===== src/rtl/u712_bus_sizer_if.sv =====
// Request and target-port signal bundle for the U712 bus sizer.
// The master modport is the sizer itself; slave is the requester/target side.
interface u712_bus_sizer_if #(
    parameter int PORT_WIDTH = 2
);
    logic                  START;
    logic [1:0]            SIZ;
    logic [1:0]            A;
    logic                  PORT_ACK;
    logic                  PORT_STB;
    logic [1:0]            PORT_A;
    logic [1:0]            LINE_BEAT;
    logic [3:0]            BE_n;
    logic [PORT_WIDTH-1:0] PORT_BE_n;
    logic                  BUSY;
    logic                  DONE;
    logic                  ERR;

    modport master (
        input  START, SIZ, A, PORT_ACK,
        output PORT_STB, PORT_A, LINE_BEAT, BE_n, PORT_BE_n, BUSY, DONE, ERR
    );

    modport slave (
        output START, SIZ, A, PORT_ACK,
        input  PORT_STB, PORT_A, LINE_BEAT, BE_n, PORT_BE_n, BUSY, DONE, ERR
    );
endinterface


===== src/rtl/u712_bus_sizer.sv =====
// U712 bus sizer: splits one 68040 SIZ/A request into handshaken beats on an 8/16/32-bit port.
// Optional per-beat acknowledge watchdog is built when U712_SIZER_TIMEOUT_EN is defined.
module u712_bus_sizer #(
    parameter int PORT_WIDTH     = 2,
    parameter int TIMEOUT_CYCLES = 255
) (
    input logic              CLK40,
    input logic              RESET,
    u712_bus_sizer_if.master bus
);
    generate
        if (PORT_WIDTH != 1 && PORT_WIDTH != 2 && PORT_WIDTH != 4) begin : g_bad_width
            $error("u712_bus_sizer: PORT_WIDTH must be 1, 2 or 4");
        end
        if (TIMEOUT_CYCLES < 1) begin : g_bad_timeout
            $error("u712_bus_sizer: TIMEOUT_CYCLES must be at least 1");
        end
    endgenerate

    localparam logic [2:0] PW = 3'(PORT_WIDTH);

    typedef enum logic [1:0] {
        IDLE    = 2'd0,
        STROBE  = 2'd1,
        RECOVER = 2'd2
    } state_t;

    state_t                state_q, state_d;
    logic [4:0]            rem_q, rem_d;
    logic [1:0]            addr_q, addr_d;
    logic [1:0]            lbeat_q, lbeat_d;
    logic                  line_q, line_d;
    logic                  done_q, done_d;
    logic [2:0]            room;
    logic [2:0]            k;
    logic [2:0]            addr_sum;
    logic [3:0]            be_n;
    logic [PORT_WIDTH-1:0] pbe_n;
    logic                  timeout_hit;

`ifdef U712_SIZER_TIMEOUT_EN
    localparam int WD_W = ($clog2(TIMEOUT_CYCLES + 1) > 8) ? $clog2(TIMEOUT_CYCLES + 1) : 8;
    localparam logic [WD_W-1:0] WD_LAST = WD_W'(TIMEOUT_CYCLES - 1);

    logic [WD_W-1:0] wd_q;
    logic            err_q;

    assign timeout_hit = (wd_q == WD_LAST);

    // Watchdog restarts on every entry to STROBE, so each beat gets a fresh budget.
    always_ff @(posedge CLK40) begin
        if (RESET || state_q != STROBE || state_d != STROBE) begin
            wd_q <= '0;
        end else begin
            wd_q <= wd_q + 1'b1;
        end
    end

    always_ff @(posedge CLK40) begin
        if (RESET) begin
            err_q <= 1'b0;
        end else begin
            err_q <= (state_q == STROBE) && !bus.PORT_ACK && timeout_hit;
        end
    end

    assign bus.ERR = err_q;
`else
    assign timeout_hit = 1'b0;
    assign bus.ERR     = 1'b0;
`endif

    // Beat size is capped by what is left, the port width and the longword boundary.
    always_comb begin
        room = 3'd4 - {1'b0, addr_q};
        k    = PW;
        if (room < k) k = room;
        if (rem_q < {2'b00, k}) k = rem_q[2:0];
        addr_sum = {1'b0, addr_q} + k;
    end

    always_comb begin
        be_n  = 4'hF;
        pbe_n = '1;
        if (state_q == STROBE) begin
            for (int j = 0; j < 4; j++) begin
                if (3'(j) < k) begin
                    be_n  = be_n & ~(4'b0001 << (3 - (int'(addr_q) + j)));
                    pbe_n = pbe_n & ~(PORT_WIDTH'(1) <<
                            (PORT_WIDTH - 1 - ((int'(addr_q) + j) % PORT_WIDTH)));
                end
            end
        end
    end

    always_comb begin
        state_d = state_q;
        rem_d   = rem_q;
        addr_d  = addr_q;
        lbeat_d = lbeat_q;
        line_d  = line_q;
        done_d  = 1'b0;
        unique case (state_q)
            IDLE: begin
                if (bus.START) begin
                    state_d = STROBE;
                    lbeat_d = 2'd0;
                    line_d  = (bus.SIZ == 2'b11);
                    unique case (bus.SIZ)
                        2'b01:   begin rem_d = 5'd1;  addr_d = bus.A;              end
                        2'b10:   begin rem_d = 5'd2;  addr_d = {bus.A[1], 1'b0};   end
                        2'b11:   begin rem_d = 5'd16; addr_d = 2'b00;              end
                        default: begin rem_d = 5'd4;  addr_d = 2'b00;              end
                    endcase
                end
            end
            STROBE: begin
                if (bus.PORT_ACK) begin
                    rem_d  = rem_q - {2'b00, k};
                    addr_d = addr_sum[1:0];
                    if (line_q && addr_sum[2]) lbeat_d = lbeat_q + 2'd1;
                    if (rem_d == 5'd0) begin
                        state_d = IDLE;
                        done_d  = 1'b1;
                    end else begin
                        state_d = RECOVER;
                    end
                end else if (timeout_hit) begin
                    state_d = IDLE;
                end
            end
            RECOVER: state_d = STROBE;
            default: state_d = IDLE;
        endcase
    end

    always_ff @(posedge CLK40) begin
        if (RESET) begin
            state_q <= IDLE;
            addr_q  <= 2'b00;
            lbeat_q <= 2'd0;
            done_q  <= 1'b0;
        end else begin
            state_q <= state_d;
            addr_q  <= addr_d;
            lbeat_q <= lbeat_d;
            done_q  <= done_d;
        end
    end

    // Byte count and line flag are only meaningful once a request is latched.
    always_ff @(posedge CLK40) begin
        rem_q  <= rem_d;
        line_q <= line_d;
    end

    assign bus.PORT_STB  = (state_q == STROBE);
    assign bus.BUSY      = (state_q != IDLE);
    assign bus.DONE      = done_q;
    assign bus.PORT_A    = addr_q;
    assign bus.LINE_BEAT = lbeat_q;
    assign bus.BE_n      = be_n;
    assign bus.PORT_BE_n = pbe_n;
endmodule


===== src/flat_wrapper.sv =====
// flat-port wrapper written by rule: the top's interface ports become plain ports
module u712_bus_sizer_flat 
#(
    parameter int PORT_WIDTH     = 2,
    parameter int TIMEOUT_CYCLES = 255
)
  (CLK40, RESET, bus_START, bus_SIZ, bus_A, bus_PORT_ACK, bus_PORT_STB, bus_PORT_A, bus_LINE_BEAT, bus_BE_n, bus_PORT_BE_n, bus_BUSY, bus_DONE, bus_ERR);
  u712_bus_sizer_if #(.PORT_WIDTH(PORT_WIDTH)) bus_i ();
  input logic CLK40;
  input logic RESET;
  input wire logic [$bits(bus_i.START)-1:0] bus_START;
  input wire logic [$bits(bus_i.SIZ)-1:0] bus_SIZ;
  input wire logic [$bits(bus_i.A)-1:0] bus_A;
  input wire logic [$bits(bus_i.PORT_ACK)-1:0] bus_PORT_ACK;
  output wire logic [$bits(bus_i.PORT_STB)-1:0] bus_PORT_STB;
  output wire logic [$bits(bus_i.PORT_A)-1:0] bus_PORT_A;
  output wire logic [$bits(bus_i.LINE_BEAT)-1:0] bus_LINE_BEAT;
  output wire logic [$bits(bus_i.BE_n)-1:0] bus_BE_n;
  output wire logic [$bits(bus_i.PORT_BE_n)-1:0] bus_PORT_BE_n;
  output wire logic [$bits(bus_i.BUSY)-1:0] bus_BUSY;
  output wire logic [$bits(bus_i.DONE)-1:0] bus_DONE;
  output wire logic [$bits(bus_i.ERR)-1:0] bus_ERR;
  assign bus_i.START = bus_START;
  assign bus_i.SIZ = bus_SIZ;
  assign bus_i.A = bus_A;
  assign bus_i.PORT_ACK = bus_PORT_ACK;
  assign bus_PORT_STB = bus_i.PORT_STB;
  assign bus_PORT_A = bus_i.PORT_A;
  assign bus_LINE_BEAT = bus_i.LINE_BEAT;
  assign bus_BE_n = bus_i.BE_n;
  assign bus_PORT_BE_n = bus_i.PORT_BE_n;
  assign bus_BUSY = bus_i.BUSY;
  assign bus_DONE = bus_i.DONE;
  assign bus_ERR = bus_i.ERR;
  u712_bus_sizer #(.PORT_WIDTH(PORT_WIDTH), .TIMEOUT_CYCLES(TIMEOUT_CYCLES)) u_core (.CLK40(CLK40), .RESET(RESET), .bus(bus_i));
endmodule

===== config.mk =====
export PLATFORM = sky130hd
export DESIGN_NAME = u712_bus_sizer_flat
export DESIGN_NICKNAME = d
export VERILOG_FILES = /design/src/rtl/u712_bus_sizer_if.sv /design/src/rtl/u712_bus_sizer.sv /design/src/flat_wrapper.sv
export SDC_FILE = /design/constraint.sdc
export NUM_CORES = 1
export LEC_CHECK = 0
export ABC_CLOCK_PERIOD_IN_PS = 8400
export CAP_MARGIN = 20
export CORE_MARGIN = 2
export CORE_UTILIZATION = 57
export DETAILED_ROUTE_END_ITERATION = 10
export GPL_ROUTABILITY_DRIVEN = 1
export PLACE_DENSITY_LB_ADDON = 0.12
export SLEW_MARGIN = 20
export SYNTH_ARGS = -nofsm -noshare
export SYNTH_HDL_FRONTEND = slang
export SYNTH_SLANG_ARGS = --single-unit

===== constraint.sdc =====
create_clock -name CLK40 -period 8.4 [get_ports CLK40]
set_input_delay 1.26 -clock CLK40 [delete_from_list [all_inputs] [get_ports CLK40]]
set_output_delay 1.26 -clock CLK40 [all_outputs]
set_load 0.01 [all_outputs]

; ---- Word level (Yosys, flattened, before mapping)
; Cells that the tools add are included.
; W data, S select, Z words.
[totals]
reg_bits = 13
input_bits = 8
out_inout_bits = 14
word_cells = 107
[op_classes]
n_addsub = 15
order_cmp = 6
eq_ne = 8
n_shift = 8
mux = 35
n_bitwise = 19
n_reduce_logical = 10
[op_table]
columns = cell, count
row1 = $shl A1 B32 Y2 const A, 4
row2 = $shl A1 B32 Y4 const A, 4
row3 = $sub A3 B32 Y32 const A, 3
row4 = $mux W2, 16
row5 = $mux W4, 8
row6 = $not A4 Y4, 4
row7 = $pmux W5 S3, 1
row8 = $and A4 B4 Y4, 3
row9 = $pmux W2 S2, 3
row10 = $sub A2 B2 Y3 const A, 4
row11 = $mux W5, 2
row12 = $pmux W5 S2, 1
row13 = $not A2 Y2, 4
row14 = $add A2 B2 Y3 const B, 2
row15 = $and A2 B2 Y2, 3
row16 = $eq A2 B2 Y1 const B, 3
row17 = $lt A1 B3 Y1 const A, 2
row18 = $lt A2 B3 Y1 const A, 2
row19 = $mux W3, 2
row20 = $pmux W2 S3, 1
row21 = $logic_not A5 Y1, 1
row22 = $lt A5 B3 Y1, 1
row23 = $sub A5 B3 Y5, 1
row24 = $eq A2 B1 Y1 const B, 2
row25 = 18 further kinds, 24

; ---- Logic depth before layout (Yosys ltp)
; Gate-level depths: netlist of the first run.
[depth]
ltp_word = 17
ltp_mapped = 16
ltp_nobuf = 15

; ---- Worst setup path before layout of the first run
; OpenSTA, ideal clock, no wires.
[synth_path]
path_kind = register to output
start = register u_core.addr_q[0] (netlist: u_core.bus.PORT_A[0])
end = output bus_BE_n[0]
arrival_ns = 2.738
required_time_ns = 7.140
path_slack_ns = 4.402
stages_incl_launch_ff = 11
path_buffers = 2
cell_sequence = dfxtp_1 ha_1 buf_2 nand2_1 ha_1 a2111oi_4 o21ai_2 buf_2 mux2i_2 o21ai_0 a211o_1
[synth_between]
elab_chain_cells = 17
word_cells_on_any_way = 35
classes_between = add/sub: 8 / order compare: 6 / shift: 4 / mux: 10 / bitwise: 7
[synth_rtl]
columns = element, line
row1 = "start, declared", u712_bus_sizer.sv:30  ; logic [1:0] addr_q, addr_d;
row2 = "start signal, assigned", u712_bus_sizer.sv:145  ; addr_q <= addr_d;
row3 = $sub A3 B2 Y3, u712_bus_sizer.sv:75  ; room = 3'd4 - {1'b0, addr_q};
row4 = $lt A3 B2 Y1, u712_bus_sizer.sv:77  ; if (room < k) k = room;
row5 = $mux W3, u712_bus_sizer.sv:77
row6 = $lt A5 B3 Y1, u712_bus_sizer.sv:78  ; if (rem_q < {2'b00, k}) k = rem_q[2:0];
row7 = $mux W3, u712_bus_sizer.sv:78
row8 = $lt A1 B3 Y1, u712_bus_sizer.sv:87  ; if (3'(j) < k) begin
row9 = $mux W4, u712_bus_sizer.sv:87
row10 = $mux W4, u712_bus_sizer.sv:85  ; if (state_q == STROBE) begin
row11 = $and A4 B4 Y4, u712_bus_sizer.sv:88  ; be_n = be_n & ~(4'b0001 << (3 - (int'(addr_q) + j)));
row12 = $mux W4, u712_bus_sizer.sv:87
row13 = $mux W4, u712_bus_sizer.sv:85
row14 = $and A4 B4 Y4, u712_bus_sizer.sv:88
row15 = $mux W4, u712_bus_sizer.sv:87
row16 = $mux W4, u712_bus_sizer.sv:85
row17 = $and A4 B4 Y4, u712_bus_sizer.sv:88
row18 = $mux W4 (*), u712_bus_sizer.sv:87
row19 = $mux W4 (*), u712_bus_sizer.sv:85
row20 = "end, declared", flat_wrapper.sv:18  ; output wire logic [$bits(bus_i.BE_n)-1:0] bus_BE_n;
; Mark *: on every way between the ends. The rest lies on a longest branch, timed or not. The select of a mux whose other input is x is not followed.

; ---- Final worst setup path of the first run
; Same ends and word-level chain as after synthesis.

==> impl_results.md, run 1 <==
* Yosys warns at 0
* Max Freq at ~200 MHz
* Util after Layout at 71.3%
* CTS Buf Count at 3
* EDFF count, synth at 6
* TritonRoute pass-1 iters at 4
* Final setup violation count at 0
* CORE AREA at 2230 um^2
* Max-Cap Viols at 0
* Die ar. at between 2000 and 3000 um^2
* Worst Tran Pin Value at 0.986 ns
* Worst setup SP type: flip-flop
* Avg Cell Area, Syn at 8.44 um^2
* DR WL/cell at between 10 and 15 um
* Post-route setup TNS at 0 ns
* Commonest non-fill, non-tap cell in the layout: clkdlybuf4s50_1
* DRC viols at 0
* Post-route ant nets at 0
* Seq/Total Area, Yosys at between 20% and 30%
* Die H at 52.8 um
* Area Growth Syn to Fin at 17.2%
* Post-Place Cells at 203
* Post-Syn Instances at 161
* CTS tree: yes
* Initial Util at 60.8%
* Netlist cell types at just over 50
* Largest net degree at the start of global routing at 21
* Synth Net Count at 186
* Initial antenna violation count at 0
* Status: completed
* Max Buffers Root-to-Sink at 2
* Share of layout cells above drive strength 1 at 9.50%
* Synth Flop Type: dfxtp_1
* Layout Skew at 0.00712 ns
* Total power at 0.224 mW
* Worst-path clk slew at 0.08 ns
* Max IR drop VDD at 0.000134 V
* CTS sink count at 13
* Post-CTS Hold Fix Bufs at 0
* First-pass GRT wire length at 4860 um
* Fill count at 187
* Critical Path RT at 7.14 ns
* WS Path Type: reg -> out
* Total track usage at a little under a quarter
* Htree depth at 1
* Synthesis-stage register bit count at 13
* Row cnt at 17
* Hold Vio Cnt, Final at 0
* Vias/cell at 6.04
* Pleak at 0.643 nW
* Number of global-route vias before repair at approximately 1100
* Critical path endpoint category: output pin
* Hold path startpoint: u_core.bus.LINE_BEAT[1]
* CP Launch Point: u_core.bus.PORT_A[0]
* Clock root cell: clkbuf_4
* Post-CTS resize count at 0
* RSZ-0062 raised after global routing: no
* Via count at about 1300
* Most frequent cells in the layout: 20 x clkdlybuf4s50_1, 18 x nand2_1, 16 x ha_1
* Final slew viol count at 0
* HP Class: reg -> reg
* Buffers on Ports at 20
* Remaining Overflow, GRT at 0
* Cell Area, Synth at 1360 um^2
* Pwr/cell area at 141 nW/um^2
* Detail Placement HPWL at 2260 um
* Final worst-path cycle share at 59.8%
* GP Congestion at 0.820
* Final WL at around 3000 um
* Post-layout net count at 205
* Finished Layout Cells at 207
* Die W at approximately 53 um
* Ys async rst share at 0%
* Diodes inserted at 0
* Data arrival time of the worst path at 3.76 ns
* DRT iter0 DRCs at 28
* Period minus WS final at 5.02 ns
* Rel. slew slack at 34.0%
* Setup bufs post-CTS at 0
* Crit Reg-Reg Startpoint: u_core.bus.PORT_A[0]
* Skew-Pair Late Insertion Delay at between 0.2 and 0.3 ns
* # IOs at 22
* CP Max Fanout at 11
==> area by class of cell <==
cell class / count / area [um^2] / share of cell area (%)
inverters: 14 / 52.6 / 3.30
clock buffers: 3 / 22.5 / 1.41
repair buffers: 20 / 200 / 12.6
well taps: 28 / 35.0 / 2.20
multi-input cells: 128 / 957 / 60.1
flip-flops and latches: 13 / 320 / 20.1
clock inverters: 1 / 5.00 / 0.314
==> where the power goes <==
group,internal [mW],switching [mW],leakage (nW)
Clock,0.0177,0.0232,0.0177
Sequential,0.0732,0.00888,0.118
Combinational,0.0464,0.0547,0.508
Total,0.137,0.0867,0.643
==> worst max-delay path, stage by stage (launching register included) <==
cell             delay [ns]
dfxtp_1                0.50
ha_1                   0.43
nand2_1                0.13
ha_1                   0.35
nand2_1                0.11
o21ai_2                0.51
mux2i_2                0.48
o21ai_0                0.17
a211o_1                0.31
clkdlybuf4s50_1        0.48
==> state kept, by name, indices dropped and copies added, names as in the netlist <==
| signal | cells |
|---|---|
| u_core.state_q | 2 |
| u_core.bus.LINE_BEAT | 2 |
| u_core.line_q | 1 |
| u_core.bus.PORT_A | 2 |
| u_core.bus.DONE | 1 |
| u_core.rem_q | 5 |
==> cells by family after synthesis <==
| kind of cell | count (synthesis) | share of synthesized area (%) |
|---|---|---|
| xor+xnor | 4 | 2.58 |
| fa+ha+maj | 17 | 16.2 |
| other cells | 1 | 0.276 |
| buf+inv | 20 | 5.99 |
| mux | 11 | 9.58 |
| compound gates | 33 | 18.7 |
| flops | 13 | 23.6 |
| simple gates | 62 | 23.1 |
==> path summary, 6_finish.rpt <==
kind | to | slack (ns) | depth (start not counted)
hold reg to reg | u_core.bus.LINE_BEAT[1] | 0.52 | 2
hold / removal | u_core.bus.LINE_BEAT[1] | 0.52 | 2
setup reg to reg | u_core.bus.LINE_BEAT[1] | 4.11 | 13
setup / recovery | bus_BE_n[0] | 3.38 | 9
==> per-layer routing <==
metal,part of all wire (%),up-vias,global-route usage [%],routed length [um]
met5,0,-,0,0
met4,1.3,0,10.3,37
met3,4.4,5,4.00,128
met2,49,37,38.8,1420
met1,46,595,30.0,1350
li1,-,614,-,-
==> synth_stat cells, drive strengths merged, types with 2 or more instances <==
| cell | n | area (um^2) |
|---|---|---|
| a2111oi | 3 | 51.3 |
| a21o | 3 | 22.5 |
| a21oi | 3 | 15.0 |
| buf | 3 | 17.5 |
| clkbuf | 3 | 11.3 |
| dfxtp | 7 | 140 |
| edfxtp | 6 | 180 |
| ha | 16 | 200 |
| inv | 13 | 48.8 |
| mux2 | 4 | 52.6 |
| mux2i | 7 | 77.6 |
| nand2 | 18 | 67.6 |
| nand2b | 3 | 18.8 |
| nand3 | 5 | 25.0 |
| nor2 | 15 | 56.3 |
| nor2b | 2 | 12.5 |
| nor3 | 5 | 25.0 |
| nor4b | 2 | 17.5 |
| o2111ai | 2 | 17.5 |
| o211ai | 3 | 22.5 |
| o21ai | 11 | 58.8 |
| or2 | 2 | 12.5 |
| xnor2 | 3 | 26.3 |
==> stage by stage <==
stage	hold WS, ns	worst slack, ns	instance area, um^2
CTS	0.524	3.36	1590
global route	0.556	3.10	1590
global placement	0.498	3.83	1570
finish	0.524	3.38	1590
floorplan	0.528	4.40	1360
detailed placement	0.509	3.66	1570
Power figures use the tool's default switching activity.
==> run 2, diff against run 1 <==
Settings changed: ABC_CLOCK_PERIOD_IN_PS 8400 to 4200, CORE_UTILIZATION 57 to 48.
Clock period 8.4 ns to 4.2 ns, I/O delays scaled along.
==> run 2 against run 1 <==
Effect of this change:
- first-iteration DRC count up 46%
- clock-buffer cell count grew 1
- global-route usage shrank 2.9 points
- wire length up 6.9%
- worst setup slack worse by 3.2 ns
- utilization decreased by 9.9 points
- die area increased by 17%
- critical endpoint is now bus_BE_n[1]
- largest power group unchanged
- highest routed layer unchanged
==> impl_results.md, run 2 (synthesized netlist as in run 1, its figures left out) <==
* Total track usage at 20.6% (-2.9 points)
* Total power at 0.467 mW (+110%)
* Post-layout net count at 212 (+3.4%)
* Number of global-route vias before repair at 1203 (+6.6%)
* Critical path endpoint category: output pin
* DRC viols at 0 (unchanged)
* Met2 usage at 35.1% (-3.6 points)
* Max-Cap Viols at 0 (unchanged)
* Fill count at 245 (+31%)
* Diodes inserted at 0 (unchanged)
* Max Buffers Root-to-Sink at 2 (unchanged)
* # IOs at 22 (unchanged)
* Initial Util at 49.7% (-11 points)
* Post-route setup TNS at 0 ns (unchanged)
* Met1 Use GR at 28.3% (-1.8 points)
* CTS tree: yes
* Row cnt at 19 (+2)
* Most flop-heavy register: u_core.rem_q
* Area Growth Syn to Fin at 23.7%
* Initial antenna violation count at 0 (unchanged)
* Layout Skew at 0.00912 ns (+0.00200 ns)
* Clock root cell: clkbuf_4
* Buffers on Ports at 20 (unchanged)
* CP Max Fanout at 9 (-2)
* HP Class: reg -> reg
* Util after Layout at 61.5% (-9.9 points)
* Via count at 1250 (-0.080%)
* Grt peak-use layer: met2
* DR WL/cell at 14.5 um (+2.0%)
* Die W at 57.2 um (+8.3%)
* Final worst-path cycle share at 96.2%
* GP Congestion at 0.861 (+5.0%)
* Reg2reg setup slack at 0.42 ns (-3.69 ns)
* Largest net degree at the start of global routing at 20 (-4.8%)
* CORE AREA at 2730 um^2 (+22%)
* Worst-path clk slew at 0.08 ns (about the same)
* Max IR drop VDD at 0.000224 V (+67%)
* Pleak at 0.678 nW (+5.4%)
* Status: completed
* Htree depth at 1 (unchanged)
* CTS sink count at 13 (unchanged)
* CTS Buf Count at 3 (unchanged)
* DRT iter0 DRCs at 41 (+46%)
* Max Freq at between 200 and 250 MHz
* Hold Vio Cnt, Final at 0 (unchanged)
* Post-route ant nets at 0 (unchanged)
* Most frequent cells in the layout: 20 x clkdlybuf4s50_1, 18 x nand2_1, 15 x nor2_1, 15 x ha_1, 12 x inv_1
* WS Path Type: reg -> out
* Detail Placement HPWL at 2420 um (+7.1%)
* RSZ-0062 raised after global routing: no
* Data arrival time of the worst path at 3.41 ns (-0.35 ns)
* Remaining Overflow, GRT at 0 (unchanged)
* Share of layout cells above drive strength 1 at 14.5% (+5.0 points)
* Die H at 57.2 um (+8.3%)
* Die ar. at 3270 um^2 (+17%)
* First-pass GRT wire length at 5440 um (+12%)
* Period minus WS final at 4.04 ns
* Final setup violation count at 0 (unchanged)
* Pwr/cell area at 278 nW/um^2 (+98%)
* Worst setup SP type: flip-flop
* TritonRoute pass-1 iters at 4 (unchanged)
* Final WL at 3140 um (+6.9%)
* Commonest non-fill, non-tap cell in the layout: clkdlybuf4s50_1
* GR Layer Usage met3 at 1.36% (-2.6 points)
* Vias/cell at 5.76 (-4.7%)
* Final slew viol count at 0 (unchanged)
* Skew-Pair Late Insertion Delay at 0.28 ns (about the same)
* Largest register FFs at 5 (unchanged)
* Critical Path RT at 3.57 ns (-3.57 ns)
==> run 2: final timing paths <==
path / startpoint / end / depth (start not counted)
setup / recovery: u_core.bus.PORT_A[0] / bus_BE_n[1] / 11
hold / removal: u_core.bus.LINE_BEAT[1] / u_core.bus.LINE_BEAT[1] / 2
setup reg to reg: u_core.bus.PORT_A[0] / u_core.bus.LINE_BEAT[1] / 14
hold reg to reg: u_core.bus.LINE_BEAT[1] / u_core.bus.LINE_BEAT[1] / 2
==> run 2: worst max-delay path, cell delays in order (launching register included) <==
cell	delay (ns)
dfxtp_2	0.37
inv_1	0.15
ha_4	0.19
nand2_1	0.08
ha_1	0.33
a2111oi_4	0.48
o21ai_4	0.15
buf_4	0.19
or4_1	0.41
o211ai_1	0.10
a31o_2	0.17
clkdlybuf4s50_1	0.52
==> run 2: layer usage <==
| metal | routed length, um | share of wire (%) |
|---|---|---|
| met1 | 1470 | 47 |
| met2 | 1520 | 48 |
| met3 | 116 | 3.7 |
| met4 | 31 | 0.99 |
| met5 | 0 | 0 |
==> run 2: cell type report <==
type                       count  area, um^2  share of cell area, %
multi-input combinational    128         987                   58.7
tap                           31        38.8                   2.31
sequential                    13         323                   19.2
inverter                      14        52.6                   3.13
timing repair buffer          27         253                   15.0
clock buffer                   4        26.3                   1.56
==> run 2: timing repair <==
action | CTS | global route
buffers inserted | 0 | 2
setup endpoints to repair | 2 | 6
hold buffers | 0 | 0
pin swaps | 0 | 1
cloned | 0 | 0
resized for setup | 1 | 7
endpoints found under the hold margin | 0 | 0
==> run 2: where the power goes <==
group          total [mW]  switching [mW]  internal, mW
Clock              0.0790          0.0423        0.0368
Sequential          0.164          0.0177         0.147
Combinational       0.224           0.117         0.107
Total               0.467           0.177         0.290
==> run 2: stage by stage <==
| step | hold WS [ns] | cell area [um^2] | instances | setup slack [ns] |
|---|---|---|---|---|
| final | 0.540 | 1680 | 217 | 0.160 |
| after global routing | 0.571 | 1680 | 217 | 0.00827 |
| after CTS | 0.554 | 1630 | 215 | 0.0142 |
| after detailed placement | 0.546 | 1610 | 211 | 0.235 |
| after global placement | 0.516 | 1610 | 211 | 0.340 |
| after floorplan | 0.528 | 1360 | 161 | 0.324 |
==> run 3, diff against run 2 <==
Settings changed: CORE_ASPECT_RATIO set to 0.75, SETUP_SLACK_MARGIN set to 0.2.
==> run 3 against run 2 <==
Effect of this change:
- sequential cell count stayed put
- register-to-register slack improved by 0.12 ns
- sequential power about the same
- die area is 0.13% higher
- fmax grew 5.9%
- clock skew is 0.0038 ns lower
- final area grew 3.9%
- cell count grew 4.1%
- global-route usage increased by 2.4 points
- largest cell class unchanged
==> impl_results.md, run 3 (synthesized netlist as in run 1, its figures left out) <==
* Status: completed
* Diodes inserted at 0 (unchanged)
* CTS sink count at 13 (unchanged)
* CP Max Fanout at 7 (-2)
* Met2 WL at 1560 um (+2.6%)
* DRT iter0 DRCs at 86 (+110%)
* Combinational Power Share at 45.8% (-2.1 points)
* Pleak at 0.707 nW (+4.3%)
* Die ar. at 3280 um^2 (+0.13%)
* DR WL/cell at 15.1 um (+4.3%)
* CTS tree: yes
* Largest register FFs at 5 (unchanged)
* Cell internal pwr at 0.326 mW (+12%)
* GP Congestion at 0.804 (-6.7%)
* Max-Cap Viols at 0 (unchanged)
* M1 WL at 1560 um (+6.1%)
* Period minus WS final at 3.81 ns (-0.226 ns)
* CORE AREA at 2640 um^2 (-3.3%)
* Data arrival time of the worst path at 3.18 ns (-0.23 ns)
* Die H at 50.1 um (-12%)
* Detail Placement HPWL at 2470 um (+1.8%)
* Final setup violation count at 0 (unchanged)
* Row cnt at 16 (-3)
* Total track usage at 23.1% (+2.4 points)
* Vias/cell at 5.71 (-0.91%)
* Sw Ratio at 37.3% (-0.51 points)
* Max Freq at 262 MHz (+5.9%)
* RSZ-0062 raised after global routing: no
* Final slew viol count at 0 (unchanged)
* Top Layer Used: met4
* TritonRoute pass-1 iters at 4 (unchanged)
* CP delay by family, top: compound AO/OA/AOI/OAI gates
* Fill count at 239 (-2.4%)
* Util after Layout at 66.1% (+4.6 points)
* Layout Skew at 0.00537 ns (-0.00375 ns)
* Final worst-path cycle share at 90.8% (-5.4 points)
* Clock root cell: clkbuf_8
* WS Path Type: reg -> out
* Hold Vio Cnt, Final at 0 (unchanged)
* CTS Buf Count at 3 (unchanged)
* Most frequent cells in the layout: 20 x clkdlybuf4s50_1, 18 x nand2_1, 15 x nor2_1, 15 x ha_1, 11 x inv_1
* Most flop-heavy register: u_core.rem_q
* Sequential share of power at 32.0% (-3.2 points)
* Share of layout cells above drive strength 1 at 17.9% (+3.4 points)
* DRC viols at 0 (unchanged)
* Worst path max stage delay at 0.47 ns (-0.05 ns)
* Clock power frac at 22.3% (+5.4 points)
* Initial Util at 51.4% (+1.7 points)
* Skew-Pair Late Insertion Delay at 0.25 ns (-0.03 ns)
* Post-layout net count at 216 (+1.9%)
* Critical path, cell by cell: inv_2, ha_4, nand2_1, ha_1, a2111oi_4, o21ai_4, mux2i_2, buf_4, o21ai_0, a211o_1, clkdlybuf4s50_1
* Metal3 WL at 257 um (+120%)
* Via count at 1290 (+3.2%)
* Rel. slew slack at 66.2%
* Number of global-route vias before repair at 1248 (+3.7%)
* # IOs at 22 (unchanged)
* Post-route ant nets at 0 (unchanged)
* Post-route setup TNS at 0 ns (unchanged)
* First-pass GRT wire length at 5870 um (+7.7%)
* Die W at 65.4 um (+14%)
* Post-CTS Hold Fix Bufs at 0 (unchanged)
* Pwr/cell area at 298 nW/um^2 (+7.1%)
* Worst setup SP type: flip-flop
* Worst-path clk slew at 0.06 ns (-0.02 ns)
* Htree depth at 1 (unchanged)
* Crit-path slowest cell: clkdlybuf4s50_1
* Worst Tran Pin Value at ~0.51 ns
* Remaining Overflow, GRT at 0 (unchanged)
* Worst path buffer plus inverter count at 3 (unchanged)
* Buffers on Ports at 20 (unchanged)
* Initial antenna violation count at 0 (unchanged)
* Final WL at 3410 um (+8.6%)
* Max IR drop VDD at 0.000152 V (-32%)
* Critical path endpoint category: output pin
* Commonest non-fill, non-tap cell in the layout: clkdlybuf4s50_1
* Area Growth Syn to Fin at 28.5%
* Max Buffers Root-to-Sink at 2 (unchanged)
* Largest net degree at the start of global routing at 20 (unchanged)
* HP Class: reg -> reg
* Critical Path RT at 3.57 ns (about the same)
* Sw power at 0.194 mW (+9.8%)
run 3: per-layer routing:
metal  up-vias  track usage (%)
li1        643                -
met1       586             31.5
met2        54             36.6
met3         7             5.71
met4         0             5.56
met5         -                0
run 3: power by group through the flow:
stage / combinational, mW / clock (mW) / sequential (mW)
finish: 0.238 / 0.116 / 0.166
global route: 0.265 / 0.123 / 0.168
detailed placement: 0.207 / 0 / 0.167
global placement: 0.203 / 0 / 0.166
CTS: 0.225 / 0.118 / 0.165
floorplan: 0.148 / 0 / 0.161
run 3: per-stage QoR:
step	hold WS [ns]	area, um^2	power (mW)	setup slack [ns]	std cells
after global routing	0.561	1750	0.555	0.180	226
after global placement	0.496	1610	0.369	0.269	215
after CTS	0.534	1700	0.509	0.227	223
final	0.522	1750	0.520	0.386	226
after floorplan	0.528	1360	0.309	0.324	161
after detailed placement	0.521	1610	0.375	0.199	215
run 3: worst paths after layout:
kind                            from                       to  slack [ns]  cells after the start
max             u_core.bus.PORT_A[1]              bus_BE_n[0]        0.39                     11
min          u_core.bus.LINE_BEAT[1]  u_core.bus.LINE_BEAT[1]        0.52                      2
max reg2reg     u_core.bus.PORT_A[1]          u_core.rem_q[3]        0.54                     15
min reg2reg  u_core.bus.LINE_BEAT[1]  u_core.bus.LINE_BEAT[1]        0.52                      2
run 3: timing repair:
| action | in CTS | in global routing |
|---|---|---|
| setup endpoints to repair | 6 | 7 |
| gates cloned | 1 | 0 |
| pin swaps | 1 | 2 |
| resized for setup | 6 | 5 |
| setup buffers | 3 | 3 |
run 3: final cells by class:
class / instances / area [um^2] / share of cell area, %
multi-input combinational: 129 / 1000 / 57.3
sequential: 13 / 325 / 18.6
timing repair buffer: 30 / 275 / 15.8
inverter: 14 / 52.6 / 3.01
tap: 36 / 45.0 / 2.58
clock buffer: 3 / 41.3 / 2.37
clock inverter: 1 / 5.00 / 0.287
run 3: worst reg2reg max path: stages (launching register included):
cell and delay [ns]:
dfxtp_2 0.35, inv_2 0.12, ha_4 0.18, nand2_1 0.09
ha_1 0.33, a2111oi_4 0.39, buf_4 0.17, buf_4 0.10
o21ai_2 0.08, mux2_4 0.37, ha_1 0.39, nand3_1 0.12
or3_1 0.32, nand4b_1 0.11, nand2b_1 0.16, a21oi_1 0.09
